**src/rtl/mux_sel_arbiter.sv**
```systemverilog
// Round-robin arbiter for two single-bit requesters feeding a one-entry
// output stage (din_0/din_1/sel) of a downstream 2:1 mux, with a burst limit.
module mux_sel_arbiter #(
  parameter int HOLD_CYCLES = 4,
  parameter int CNT_W       = 4
) (
  input  logic clk,
  input  logic rst_n,
  input  logic req_0,
  input  logic data_0,
  input  logic req_1,
  input  logic data_1,
  output logic grant_0,
  output logic grant_1,
  input  logic out_ready,
  output logic out_valid,
  output logic sel,
  output logic din_0,
  output logic din_1
);

  typedef enum logic [1:0] {
    IDLE = 2'd0,
    GNT0 = 2'd1,
    GNT1 = 2'd2
  } state_t;

  localparam logic [CNT_W-1:0] CNT_LAST = CNT_W'(HOLD_CYCLES - 1);

  state_t           state_reg, state_next;
  logic             last_reg, last_next;
  logic [CNT_W-1:0] cnt_reg, cnt_next;
  logic             out_valid_reg;
  logic             sel_reg;
  logic             din_0_reg, din_1_reg;

  logic slot_free;
  logic acc_0, acc_1;
  logic at_limit;

  // Grants depend only on registered state, so reset clears them at once.
  assign slot_free = !out_valid_reg | out_ready;
  assign grant_0   = (state_reg == GNT0) & slot_free;
  assign grant_1   = (state_reg == GNT1) & slot_free;
  assign acc_0     = grant_0 & req_0;
  assign acc_1     = grant_1 & req_1;
  assign at_limit  = (cnt_reg == CNT_LAST);

  always_comb begin
    state_next = state_reg;
    last_next  = last_reg;
    cnt_next   = cnt_reg;
    case (state_reg)
      IDLE: begin
        if (req_0 && req_1) begin
          state_next = last_reg ? GNT0 : GNT1;
          cnt_next   = '0;
        end else if (req_0) begin
          state_next = GNT0;
          cnt_next   = '0;
        end else if (req_1) begin
          state_next = GNT1;
          cnt_next   = '0;
        end
      end
      GNT0: begin
        if (!req_0 || (acc_0 && at_limit)) begin
          last_next = 1'b0;
          cnt_next  = '0;
          if (req_1)      state_next = GNT1;
          else if (req_0) state_next = GNT0;
          else            state_next = IDLE;
        end else if (acc_0) begin
          cnt_next = cnt_reg + CNT_W'(1);
        end
      end
      GNT1: begin
        if (!req_1 || (acc_1 && at_limit)) begin
          last_next = 1'b1;
          cnt_next  = '0;
          if (req_0)      state_next = GNT0;
          else if (req_1) state_next = GNT1;
          else            state_next = IDLE;
        end else if (acc_1) begin
          cnt_next = cnt_reg + CNT_W'(1);
        end
      end
      default: begin
        state_next = IDLE;
        cnt_next   = '0;
      end
    endcase
  end

  always_ff @(posedge clk or negedge rst_n) begin
    if (!rst_n) begin
      state_reg <= IDLE;
      last_reg  <= 1'b1;
      cnt_reg   <= '0;
    end else begin
      state_reg <= state_next;
      last_reg  <= last_next;
      cnt_reg   <= cnt_next;
    end
  end

  // A new accept reloads the stage even when it is being consumed this cycle.
  always_ff @(posedge clk or negedge rst_n) begin
    if (!rst_n) begin
      out_valid_reg <= 1'b0;
      sel_reg       <= 1'b0;
      din_0_reg     <= 1'b0;
      din_1_reg     <= 1'b0;
    end else begin
      if (acc_0 || acc_1) begin
        out_valid_reg <= 1'b1;
        sel_reg       <= acc_1;
      end else if (out_ready) begin
        out_valid_reg <= 1'b0;
      end
      if (acc_0) din_0_reg <= data_0;
      if (acc_1) din_1_reg <= data_1;
    end
  end

  assign out_valid = out_valid_reg;
  assign sel       = sel_reg;
  assign din_0     = din_0_reg;
  assign din_1     = din_1_reg;

endmodule

```
**config.mk**
```make
export PLATFORM = sky130hd
export DESIGN_NAME = mux_sel_arbiter
export DESIGN_NICKNAME = d
export VERILOG_FILES = /design/src/rtl/mux_sel_arbiter.sv
export SDC_FILE = /design/constraint.sdc
export NUM_CORES = 1
export LEC_CHECK = 0
export BUFFER_PORTS_ARGS = -buffer_cell sky130_fd_sc_hd__buf_4
export CORE_MARGIN = 1.5
export CORE_UTILIZATION = 47
export CTS_CLUSTER_DIAMETER = 40
export DETAILED_ROUTE_END_ITERATION = 8
export HOLD_SLACK_MARGIN = 0.03
export PLACE_DENSITY = 0.7
export SETUP_SLACK_MARGIN = 0.4
export SYNTH_ARGS = -nofsm -noshare
export SYNTH_HDL_FRONTEND = slang
export SYNTH_SLANG_ARGS = --single-unit
```
**constraint.sdc**
```tcl
create_clock -name clk -period 2.64 [get_ports clk]
set_input_delay 0.132 -clock clk [delete_from_list [all_inputs] [get_ports clk]]
set_output_delay 0.132 -clock clk [all_outputs]
set_load 0.005 [all_outputs]
```
# Yosys cells after proc, flatten, opt, wreduce, memory -nomap -nowiden
# Index checks and enable logic that the tools add are counted.
# Widths: inputs -> output; s select.
dict set report totals {
  ff_bits 11
  latchBits 0
  ramBits 0
  romBits 0
  in_bits 7
  out_inout_bits 6
  word_cells 60
  memories 0
}
dict set report classes {
  n_addsub 1
  n_mul 0
  div_mod_pow 0
  n_lt_le_gt_ge 0
  n_eq_ne 8
  shifts 0
  muxes 24
  bitwise 5
  n_reduce_logical 15
}
# cell count
set op_table {}
lappend op_table {{$mux 4} 7}
lappend op_table {{$mux 2} 9}
lappend op_table {{$pmux 4 s3} 1}
lappend op_table {{$reduce_and 3->1} 3}
lappend op_table {{$ne 3x2->1 const B} 2}
lappend op_table {{$pmux 2 s3} 1}
lappend op_table {{$mux 1} 5}
lappend op_table {{$add 4x1->4 const B} 1}
lappend op_table {{$and 1x1->1} 4}
lappend op_table {{$eq 4x2->1 const B} 1}
lappend op_table {{$ne 2x1->1 const B} 2}
lappend op_table {{$ne 4x4->1 const B} 1}
lappend op_table {{$reduce_bool 2->1} 2}
lappend op_table {{$logic_and 1x1->1} 3}
lappend op_table {{$logic_not 1->1} 3}
lappend op_table {{$logic_or 1x1->1} 3}
lappend op_table {{$eq 2x1->1 const B} 1}
lappend op_table {{$eq 2x2->1 const B} 1}
lappend op_table {{$logic_not 2->1} 1}
lappend op_table {{$pmux 1 s2} 1}
lappend op_table {{$or 1x1->1} 1}

# Logic depth before layout (Yosys ltp)
dict set report depth {
  word_depth 8
  mapped_depth 6
  ltp_nobuf 6
}

# Worst setup path after synthesis
# OpenSTA, ideal clock, no wires.
dict set report synth_timing {
  kind {register to register}
  startpoint {register state_reg[0]}
  endpoint {register state_reg[1]}
  setup_time_ns 0.125
  t_arrival_ns 1.570
  t_required_ns 2.515
  slack_ns 0.945
  path_stages_with_launch 7
  path_buffers 0
  synth_period_minus_slack_ns 1.695
  cell_sequence {dfrtp_1 inv_1 ha_1 a22oi_2 a21o_1 nor2b_2 mux2_4}
}
dict set report synth_between {
  elab_chain_cells 7
  elab_cells_between_ends 16
  classes_between {eq/ne (5); mux (1); bitwise (4); reduce/logical (6)}
}
# item line
set synth_rtl {}
lappend synth_rtl {{from (decl)} 30} ;# state_t state_reg, state_next;
lappend synth_rtl {{from (signal assigned)} 101} ;# state_reg <= state_next;
lappend synth_rtl {{$eq 2x2->1 or $eq 2x1->1 (tied branches)} {44, 53, 43}}
lappend synth_rtl {{$and 1x1->1, on equally long branches} {44, 43}}
lappend synth_rtl {{$and 1x1->1, on equally long branches} {46, 45}}
lappend synth_rtl {{$logic_and 1x1->1, on equally long branches} {78, 67}}
lappend synth_rtl {{$logic_or 1x1->1, on equally long branches} {78, 67}}
lappend synth_rtl {{$ne 2x1->1 (no source line)} -}
lappend synth_rtl {{$reduce_and 3->1 (no source line)} -}
# Several ways; a longest one is shown, not always the timed one.
# A chain may end at the register's enable or synchronous reset.

# Final worst setup path
# Ends and elaborated chain as after synthesis.

==> impl.org <==
** Worst setup path
- Along the worst path, the maximum fanout reaches 7.
- Crit Reg-Reg Startpoint :: state_reg[0]$_DFFE_PN0P_
- By startpoint and endpoint, the worst setup path is classified as reg -> reg.
- At the worst endpoint, the arrival time is 2.00 ns.
- Worst setup EP type :: flip-flop
- Data on the critical path is required at its endpoint by 2.80 ns.
- STA classifies the critical path startpoint as a flip-flop.
- The most critical setup path has its startpoint at state_reg[0]$_DFFE_PN0P_.

** GRT
- The number of global-route vias before repair came to approximately 400.
- Number of antenna violations at the first check in global routing :: 0
- Entering global routing, the biggest net connects 12 pins.
- Global routing used 16.4% of the available tracks across all layers.
- Global-route wire length before repair :: 1680 um
- Sum of overflow across all layers after global routing :: 0

** Clock network
- Clock slew at the register clock pins of the worst setup and hold paths :: 0.08 ns
- Clock latency on the worst-skew pair, taken at its later pin, is 0.26 ns.
- Deepest clock path buffer count :: 2
- The cell sitting at the root of the clock tree is a clkbuf_4.
- Setup repair bufs after CTS :: 0
- CTS saw 11 sinks.
- Clock buffer count from CTS :: 3
- CTS H-tree depth :: 1
- TritonCTS built the clock tree.

** Detailed routing
- Post-Route M1 WL :: 558 um
- DRC Markers :: 0
- Initial DRC count :: 2
- Via count :: 493
- Wire segments on met3 add up to ~48 um in the final route.
- Routed signal wires occupy layers up through met4.
- In the routed layout, each cell is associated on average with a via count of 5.30.
- In the detailed route, the total length drawn on met2 is roughly 510 um.
- Dividing the detail-routed wire length by the instance count gives 12.2 um.
- Antenna Violating Nets Remaining :: 0
- After detailed routing, the total wire length is 1130 um.
- Pre-antenna DRT Iters :: 2

** Final layout
- Total number of nets in the final design :: a little over 90
- Final cell area excluding filler cells :: 811 um^2
- 0 antenna diodes ended up in the layout.
- Share of final-layout standard cells stronger than drive strength 1 :: 34.6%
- Number of flip-flops under the largest register name :: 4
- Relative to the synthesized area, the layout overhead comes to 21.8%.

** Logic synthesis
- Synth cell types :: 35
- Synthesis produced a netlist whose cell count is slightly above 60.
- The Yosys step of the flow raised 0 warnings.
- Summed over its instances, the top area cell type makes up 37.6% of the synthesized netlist area.
- A synthesized cell averages 10.9 um^2.
- After synthesis the cells add up to roughly 670 um^2.
- The synthesized design spends more area on one cell type than any other, namely dfrtp_1.
- Summing the sequential cell areas from Yosys gives 41.5% of the chip area.
- Dominant cells by area after synthesis :: dfrtp_1 38%, ha_1 9.4%, dfstp_2 3.9%
- Post-Syn Nets :: 73
- Synthesis-stage register bit count :: 11

** STA
- After layout, the minimum clock period comes to 1.85 ns.
- Number of endpoints failing setup at the final stage :: 0
- Headroom to the max-slew limit :: 78.0%
- Worst slew pin tran :: 0.330 ns
- The total count of hold-check failures in the final report was 0.
- After layout, the worst path uses a little over two thirds of the clock period.
- Final hold analysis gives a worst-case slack of about 0.085 ns.
- Sum of negative setup slack :: 0 ns
- The count of pins over their slew limit came to 0.
- Final critical-path setup slack :: 0.791 ns
- Setup repair after global routing left no endpoint under its margin.
- Clock skew on the completed layout was measured at 0.00905 ns.
- Based on the critical path, the design can be clocked at up to roughly 540 MHz.

** Power and ir drop
- Total power of the final layout :: 783 uW
- Of the total power, combinational logic draws approximately 50%.
- In this run the power density over the cells is 966 mW/mm^2.
- Net switching power figure :: 277 uW
- Fraction of power consumed by sequential logic :: 35.3%
- The analysis attributes to cell leakage a power of approximately 0.00038 uW.
- Pint :: 506 uW
- The worst-case IR drop observed on VDD is around 460 uV.
- Of the total power, the share spent switching nets is 35.4%.
- Clock share of power :: 14.6%

** Placement
- Total placed instance area :: between 700 and 800 um^2
- Routability congestion estimate :: 0.773
- Port buffering added 12 buffers.
- Before CTS, the worst setup slack after placement is 0.811 ns.
- Detailed placement finished with a half-perimeter wire length of approximately 880 um.

** Floorplanning
- Core footprint :: 0.00132 mm^2
- Full die area :: 0.00165 mm^2
- Count of standard-cell rows :: 13
- I/O pin total :: 13
- Measured along the x axis, the die boundary spans 40.6 um.
- For this configuration, the core starts out at a cell density of 50.5%.
- The floorplan step set the die height to 40.6 um.

** Min path
- Worst min path class :: in -> reg
- Hold wc startpoint :: data_0

** Job
- Reported max-cap violation count :: 0

** Status
- Status :: finished, final reports clean
[per-layer routing]
layer  vias to the layer above  track usage (%)
met4                         0             10.0
met3                         2             4.89
li1                        255                -
met5                         -                0
met2                         9             23.8
met1                       227             21.1
[synth_stat cells, drive strengths merged]
master and count:
and4 1, nor3 1, o2bb2ai 1, o21bai 3
inv 3, dfstp 1, and2 2, ha 5
o21ai 3, mux2 3, nand3 2, nand4b 1
nand2 5, nand2b 2, a21oi 3, a21o 2
a22o 2, nor3b 2, a21bo 1, a21boi 1
dfrtp 10, nor2 1, o31ai 1, a211o 1
a22oi 1, nor2b 2, or2 1
[power groups by stage]
stage               registers [uW]  logic, uW  clock network (uW)
finish                         276        392                 114
global route                   286        443                 130
CTS                            276        396                 120
detailed placement             279        392                   0
global placement               277        390                   0
floorplan                      274        269                   0
[final cells by class]
class,instances,area [um^2]
flip-flops and latches,11,277
fillers,109,507
repair buffers,13,100
multi-input cells,47,378
clock buffers,4,26.3
well taps,15,18.8
inverters,3,11.3
[timing repair]
| action | 4_1_cts | 5_1_grt |
|---|---|---|
| hold buffers | 1 | 0 |
| endpoints found under the hold margin | 11 | 0 |
| gates resized for setup | 0 | 0 |
[cell usage in the layout, fill, tap and decap left out, drive strengths merged, types with 3 or more instances in the layout]
| cell | n |
|---|---|
| nand2 | 5 |
| buf | 12 |
| o21ai | 3 |
| mux2 | 3 |
| inv | 3 |
| o21bai | 3 |
| clkbuf | 4 |
| a21oi | 3 |
| ha | 5 |
| dfrtp | 10 |
[critical path, stage by stage, from the launching register on]
cell     delay (ns)
dfrtp_1        0.38
inv_1          0.08
ha_1           0.28
a22oi_2        0.31
a21o_1         0.18
nor2b_2        0.20
mux2_4         0.31
[worst paths after layout]
check,depth (start not counted),slack (ns),end
worst max-delay path,6,0.79,state_reg[1]$_DFFE_PN0P_
worst min-delay path,2,0.08,din_0$_DFFE_PN0P_
worst max register to register,6,0.79,state_reg[1]$_DFFE_PN0P_
worst min register to register,1,0.49,sel$_DFFE_PN0P_
max in group asynchronous,2,2.18,last_reg$_DFFE_PN1P_
min in group asynchronous,2,0.23,state_reg[1]$_DFFE_PN0P_
[cell families (layout without fill, tap and decap cells)]
| group | Yosys count | in the layout | synth area share, % |
|---|---|---|---|
| adder cells (fa/ha/maj) | 5 | 5 | 9.40 |
| flip-flops | 11 | 11 | 41.5 |
| buffers and inverters | 3 | 20 | 1.69 |
| multiplexers | 3 | 3 | 5.64 |
| AND/OR/NAND/NOR | 20 | 20 | 18.0 |
| AO/OA/AOI/OAI | 19 | 19 | 23.7 |
[through the flow]
stage,util [%],cells
after global routing,61.5,93
after CTS,61.5,93
after global placement,58.8,88
final,61.5,93
after floorplan,-,61
after detailed placement,58.8,88
No activity file was read; power rests on OpenSTA's default activity.
